[src/rtl/fifo_share_ctrl.sv]
// rtl/fifo_share_ctrl.sv - shared display-FIFO write arbiter and read-to-stream sequencer
// Optional build macro: FIFO_SHARE_FIXED_PRI_EN (fixed priority, requester 0 highest).
module fifo_share_ctrl #(
  parameter int N_REQ  = 4,
  parameter int DATA_W = 8
) (
  input  logic                    i_clk,
  input  logic                    i_rst_n,
  input  logic [N_REQ-1:0]        i_req,
  input  logic [N_REQ*DATA_W-1:0] i_req_data,
  output logic [N_REQ-1:0]        o_ack,
  output logic                    o_fifo_wr,
  output logic [DATA_W-1:0]       o_fifo_din,
  input  logic                    i_fifo_full,
  output logic                    o_fifo_rd,
  input  logic [DATA_W-1:0]       i_fifo_dout,
  input  logic                    i_fifo_empty,
  output logic                    o_valid,
  output logic [DATA_W-1:0]       o_data,
  input  logic                    i_ready
);

  localparam int PTR_W = $clog2(N_REQ);

  typedef enum logic {W_IDLE, W_HOLD} w_state_t;
  typedef enum logic [1:0] {R_IDLE, R_ISSUE, R_LATCH, R_PRESENT} r_state_t;

  w_state_t         w_state;
  r_state_t         r_state;
  logic             grant_any;
  logic [PTR_W-1:0] grant_idx;

`ifdef FIFO_SHARE_FIXED_PRI_EN
  // Descending scan so the lowest-indexed active requester is the last writer.
  always_comb begin
    grant_any = |i_req;
    grant_idx = '0;
    for (int i = N_REQ - 1; i >= 0; i--) begin
      if (i_req[i]) grant_idx = PTR_W'(i);
    end
  end
`else
  logic [PTR_W-1:0] rr_ptr;
  logic [PTR_W-1:0] cand;

  // Scan offsets from the far end back to rr_ptr so the nearest request wins.
  always_comb begin
    grant_any = |i_req;
    grant_idx = rr_ptr;
    cand      = rr_ptr;
    for (int i = N_REQ - 1; i >= 0; i--) begin
      cand = rr_ptr + PTR_W'(i);
      if (i_req[cand]) grant_idx = cand;
    end
  end
`endif

  always_ff @(posedge i_clk or negedge i_rst_n) begin
    if (!i_rst_n) begin
      w_state    <= W_IDLE;
      o_ack      <= '0;
      o_fifo_wr  <= 1'b0;
      o_fifo_din <= '0;
`ifndef FIFO_SHARE_FIXED_PRI_EN
      rr_ptr     <= '0;
`endif
    end else begin
      case (w_state)
        W_IDLE: begin
          if (grant_any && !i_fifo_full) begin
            o_fifo_wr  <= 1'b1;
            o_fifo_din <= i_req_data[grant_idx*DATA_W +: DATA_W];
            o_ack      <= {{(N_REQ-1){1'b0}}, 1'b1} << grant_idx;
`ifndef FIFO_SHARE_FIXED_PRI_EN
            rr_ptr     <= grant_idx + PTR_W'(1);
`endif
            w_state    <= W_HOLD;
          end
        end
        // One dead cycle lets the FIFO full flag reflect the write just issued.
        W_HOLD: begin
          o_fifo_wr <= 1'b0;
          o_ack     <= '0;
          w_state   <= W_IDLE;
        end
        default: w_state <= W_IDLE;
      endcase
    end
  end

  always_ff @(posedge i_clk or negedge i_rst_n) begin
    if (!i_rst_n) begin
      r_state   <= R_IDLE;
      o_fifo_rd <= 1'b0;
      o_valid   <= 1'b0;
      o_data    <= '0;
    end else begin
      case (r_state)
        R_IDLE: begin
          if (!i_fifo_empty && !o_valid) begin
            o_fifo_rd <= 1'b1;
            r_state   <= R_ISSUE;
          end
        end
        R_ISSUE: begin
          o_fifo_rd <= 1'b0;
          r_state   <= R_LATCH;
        end
        R_LATCH: begin
          o_data  <= i_fifo_dout;
          o_valid <= 1'b1;
          r_state <= R_PRESENT;
        end
        R_PRESENT: begin
          if (o_valid && i_ready) begin
            o_valid <= 1'b0;
            r_state <= R_IDLE;
          end
        end
        default: r_state <= R_IDLE;
      endcase
    end
  end

endmodule
[config.mk]
export PLATFORM = sky130hd
export DESIGN_NAME = fifo_share_ctrl
export DESIGN_NICKNAME = d
export VERILOG_FILES = /design/src/rtl/fifo_share_ctrl.sv
export SDC_FILE = /design/constraint.sdc
export NUM_CORES = 1
export LEC_CHECK = 0
export CAP_MARGIN = 20
export CORE_ASPECT_RATIO = 0.9
export CORE_MARGIN = 10
export CORE_UTILIZATION = 30
export DETAILED_ROUTE_END_ITERATION = 8
export HOLD_SLACK_MARGIN = 0.1
export PLACE_DENSITY = 0.6
export SLEW_MARGIN = 20
export SYNTH_ARGS = -nofsm -noshare
export SYNTH_HDL_FRONTEND = slang
export SYNTH_SLANG_ARGS = --single-unit
[constraint.sdc]
create_clock -name i_clk -period 2.42 [get_ports i_clk]
set_input_delay 0.242 -clock i_clk [delete_from_list [all_inputs] [get_ports i_clk]]
set_output_delay 0.242 -clock i_clk [all_outputs]
set_load 0.01 [all_outputs]
Word-level counts from Yosys, hierarchy flattened. Index checks and enable logic that the tools add are counted.

$add $sub $neg: 4. Order comparisons: 4. Equality and inequality tests: 6. Shifts and indexed selects: 2. Muxes and demuxes: 25. Bitwise gates (word level): 1. Reduce and logical (&&, ||, !) cells: 14.

Operators by type and width (number): $shiftx A32 B6 Y8 (1); $lt A2 B3 Y1 const B (4); $mux W2 (6); $bmux W1 S2 (4); $mux W1 (8); $pmux W1 S2 (4); $pmux W2 S4 (1); $pmux W4 S2 (1); $reduce_and A2 Y1 (4); $ne A2 B2 Y1 const B (3); $add A2 B1 Y2 const B (2); $add A2 B2 Y2 const B (2); $eq A2 B2 Y1 const B (2); $mux W4 (1); $reduce_bool A2 Y1 (2); $reduce_or A4 Y1 (1); $shl A1 B2 Y4 const A (1); $logic_and A1 B1 Y1 (3); $logic_not A1 Y1 (3); $eq A2 B1 Y1 const B (1); $logic_not A2 Y1 (1); $not A1 Y1 (1).

Flip-flop bits (word level): 28. Output and inout port bits: 23. Word-level logic and storage cells: 65.

Logic depth before layout (Yosys ltp).
Word-level depth: 10. Gate-level depth with buffers: 8.

Worst setup path after synthesis. OpenSTA, ideal clock, no wires.

Path type: reg-to-reg. Start point: register rr_ptr[1]. End point: register o_fifo_din[1]. Arrival: 1.560 ns. Required time: 2.294 ns. Path slack: 0.734 ns. Stages on the path, launching flop included: 8. Path buffers: 1. Clock period less this slack: 1.686 ns. Path through: dfrtp_1 > or3_1 > nand4b_2 > nand2_2 > buf_6 > mux2_4 > a22oi_2 > o21ai_1.

Cells in the longest elaborated chain, start to end: 8. Elaborated cells between the ends (all ways): 16. Classes of those cells: add/sub (3); shift (1); mux (12).

RTL lines: start, declared (RTL line 43) `logic [PTR_W-1:0] rr_ptr;`; start signal, assigned (RTL line 75) `rr_ptr <= grant_idx + PTR_W'(1);`; $add A2 B2 Y2 (RTL line 52) `cand = rr_ptr + PTR_W'(i);`; $bmux W1 S2 (RTL line 53) `if (i_req[cand]) grant_idx = cand;`; $mux W1 (not written as such) (RTL line 53); $mux W2 (3 in series) (RTL line 53); $mux W2 * (RTL line 53); $shiftx A32 B6 Y8 * (RTL line 72) `o_fifo_din <= i_req_data[grant_idx*DATA_W +: DATA_W];`; end signal, assigned (RTL line 72); end, declared (RTL line 13) `output logic [DATA_W-1:0] o_fifo_din,`.

Mark *: on every way between the ends. The rest lies on a longest branch, timed or not. The select of a mux whose other input is x is not followed. A chain may end at the register's enable or synchronous reset.

Worst setup path after layout.
Start point: input i_req[3]. End point: register o_fifo_din[5].

Cells in the longest elaborated chain, start to end: 7. Elaborated cells between the ends (all ways): 16. Classes of those cells: shift (1); mux (12); reduce/logical (3).

RTL lines: start, declared (RTL line 9) `input logic [N_REQ-1:0] i_req,`; $bmux W1 S2 (RTL line 53); $mux W1 (not written as such) (RTL line 53); $mux W2 (4 in series) (RTL line 53); $shiftx A32 B6 Y8 (RTL line 72).

Parallel ways exist; a longest one is shown, timed or not. The select of a mux whose other input is x is not followed.

==> results by group <==
Setup path
  – Critical Path Max Stage Delay: 0.50 ns
  – Critical path data required time: 2.58 ns
  – Worst Setup End Kind: flop
  – CP Class: in -> reg
  – R2R setup slack: 0.47 ns
  – Crit path DAT: 2.20 ns
  – CP max-delay cell: clkdlybuf4s50_1
  – Worst Path Max Fanout: 12
  – Crit-path cells: clkdlybuf4s50_1 -> or3_1 -> nand4b_2 -> nand2_2 -> buf_4 -> nor3_1 -> a311oi_1 -> a22o_1
  – Startpoint types: input pin

Timing
  – Final period util: 84.01%
  – Tmin final: 2.033 ns
  – Tightest Pin Transition: 0.4131 ns
  – Max-slew headroom: 72.46%
  – Setup_tns: 0 ns
  – Fin Clk Skew: 0.003265 ns
  – Final-report hold violation count: 0
  – FMAX: 0.4919 GHz
  – RSZ-0062 raised after global routing: no
  – Final setup vio count: 0
  – Slew Limit Fails: 0

Synth
  – Number of synthesized register bits: 28
  – Synth cell types: 36
  – Post-Syn Nets: 192
  – Seq/Total Area, Yosys: 46.36%
  – Post-Syn Area: 0.001511 sq mm
  – Count of mapped cells out of synthesis: 138
  – Avg Inst Size Synth: 10.95 sq um
  – Synth Warn #: 0

Place
  – RePlAce Congestion: 0.8452
  – Placed inst area: 0.002306 sq mm
  – DPL Wire Length: 3449 um
  – Placed insts: 274
  – Port Buffers: 71

Clocking
  – Clk root buf: clkbuf_8
  – Post-CTS Resized: 0
  – CTS tree: yes
  – CTS Sinks: 28
  – CTS clk-pin slew, worst paths: 0.09 ns
  – TritonCTS buffer count: 3
  – H-tree depth: 1
  – Worst skew pair latency: 0.27 ns
  – Max clock buf depth: 2
  – Hold_buf cts: 0
  – Post-CTS Setup Inserts: 0

Cells and area
  – Layout cells sized above 1: 13.68%
  – Cell area after layout: 0.002347 sq mm
  – Fin cells: 277
  – # fillers: 460
  – Area growth, synth to finish: 55.30%
  – Commonest non-fill, non-tap cell in the layout: clkdlybuf4s50_1
  – Ant diodes: 0
  – Most frequent cells in the layout: clkdlybuf4s50_1, dfrtp_1, nand2_1, o21ai_1, mux2_2
  – Fin nets: 268

Floorplan
  – Die height: 87.34 um
  – Die X: 94.82 um
  – Initial Utilization: 31.07%
  – Core area: 0.004865 sq mm
  – # rows: 24
  – Die footprint: 0.008281 sq mm
  – Ports: 72

Route
  – DRC: 0
  – 1st-pass router iterations: 4
  – Initial DRC count: 46
  – Via/cell ratio: 4.650
  – Total number of vias: 1,288
  – WL/cell: 15.03 um
  – Final WL: 4163 um
  – Post-route ant nets: 0

Power and ir drop
  – Leak pwr: 1.015 nW
  – Worst IR Drop VDD: 0.0003281 V
  – Power Density: 664.8 mW/mm^2

Global routing
  – Vias in the first global route: 1,487
  – First-pass GRT wire length: 7107 um
  – GRT Total Usage: 10.49%
  – Largest net degree at the start of global routing: 29
  – Grt total ovfl: 0
  – Initial antenna violation count: 0

Flow run
  – Max Cap Viol: 0

Min path
  – Worst Hold Class: in -> async

Status
  – Status: finished, final reports clean
-- synth_stat cells --
| cell | count | area share, % |
|---|---|---|
| buf_2 | 1 | 0.33 |
| clkbuf_1 | 2 | 0.50 |
| mux2_2 | 9 | 6.7 |
| nand3_1 | 2 | 0.66 |
| o311ai_1 | 1 | 0.58 |
| o22ai_1 | 2 | 0.83 |
| xor2_1 | 1 | 0.58 |
| a2bb2oi_1 | 1 | 0.58 |
| mux2_1 | 2 | 1.5 |
| nor3_1 | 2 | 0.66 |
| nor3b_1 | 1 | 0.50 |
| a22oi_2 | 4 | 3.3 |
| mux2i_1 | 8 | 5.3 |
| nor2_1 | 8 | 2.0 |
| inv_1 | 5 | 1.2 |
| nor2_2 | 1 | 0.41 |
| dfrtp_1 | 28 | 46 |
| a311oi_1 | 1 | 0.58 |
| a22o_1 | 1 | 0.58 |
| nor2b_1 | 4 | 1.7 |
| o21ai_1 | 9 | 3.0 |
| o21ai_0 | 4 | 1.3 |
| a21o_1 | 1 | 0.50 |
| nand4b_2 | 1 | 0.99 |
| nand3b_1 | 1 | 0.50 |
| nand2_1 | 13 | 3.2 |
| or3_1 | 1 | 0.41 |
| a21oi_1 | 6 | 2.0 |
| buf_6 | 2 | 1.5 |
| nand4_1 | 1 | 0.41 |
| nand2b_1 | 2 | 0.83 |
| nand2_2 | 1 | 0.41 |
| ha_1 | 5 | 4.1 |
| o221ai_2 | 1 | 0.99 |
| a22oi_1 | 2 | 0.99 |
| mux2_4 | 4 | 4.0 |
-- kinds of logic (layout without fill, tap and decap cells) --
group,after synthesis,in the layout,synth area share (%)
XOR/XNOR,1,1,0.5796
multiplexers,23,23,17.47
AND/OR/NAND/NOR,38,38,12.67
flip-flops,28,28,46.36
adder cells (fa/ha/maj),5,5,4.139
AO/OA/AOI/OAI,33,33,15.23
buffers and inverters,10,84,3.559
-- worst paths after layout --
path,depth (start not counted),end,from
worst min-delay path,2,o_fifo_din[5]$_DFFE_PN0P_,i_rst_n
min in group i_clk,2,o_fifo_wr$_DFFE_PN0P_,o_fifo_wr$_DFFE_PN0P_
worst min register to register,2,o_fifo_wr$_DFFE_PN0P_,o_fifo_wr$_DFFE_PN0P_
worst max register to register,7,o_fifo_din[5]$_DFFE_PN0P_,rr_ptr[1]$_DFFE_PN0P_
worst max-delay path,8,o_fifo_din[5]$_DFFE_PN0P_,i_req[3]
max in group asynchronous,2,o_data[4]$_DFFE_PN0P_,i_rst_n
-- metal layers --
layer | routed length (um) | global-route usage, %
met5 | 0 | 0
met3 | 349 | 4.397
met4 | 0 | 2.038
met1 | 1737 | 12.02
met2 | 2075 | 17.89
-- registers in the layout (all words and copies together), names as in the netlist --
register and flops:
o_ack 4, o_data 8, o_fifo_din 8, o_fifo_rd 1, o_fifo_wr 1, o_valid 1
r_state 2, rr_ptr 2, w_state 1
-- cell type report --
cell class | instances | area [sq um] | area share [%]
clock buffer | 3 | 41.29 | 1.759
tap | 65 | 81.33 | 3.465
inverter | 5 | 18.77 | 0.7996
sequential | 28 | 700.7 | 29.85
timing repair buffer | 76 | 748.2 | 31.88
multi-input combinational | 100 | 757.0 | 32.25
-- stage by stage --
stage               worst slack [ns]  power, mW  hold WS (ns)  util (%)
floorplan                     0.7340      1.021      -0.05359         -
global placement              0.1786      1.314        0.4862     47.40
detailed placement           0.08857      1.332        0.4944     47.40
CTS                           0.3853      1.585        0.3602     48.25
global route                  0.2068      1.687        0.3813     48.25
finish                        0.3870      1.560        0.3498     48.25
-- critical path: cells and delay by family --
| family | cells | cell delay (ns) |
|---|---|---|
| and+or+nand+nor | 4 | 0.90 |
| buffers and inverters | 2 | 0.78 |
| AOI/OAI and AO/OA | 2 | 0.28 |
-- where the power goes --
group          switching (mW)  internal, mW
Combinational           0.293         0.392
Sequential             0.0693         0.557
Clock                   0.138         0.112
Total                   0.500          1.06
No activity file was read; power rests on OpenSTA's default activity.
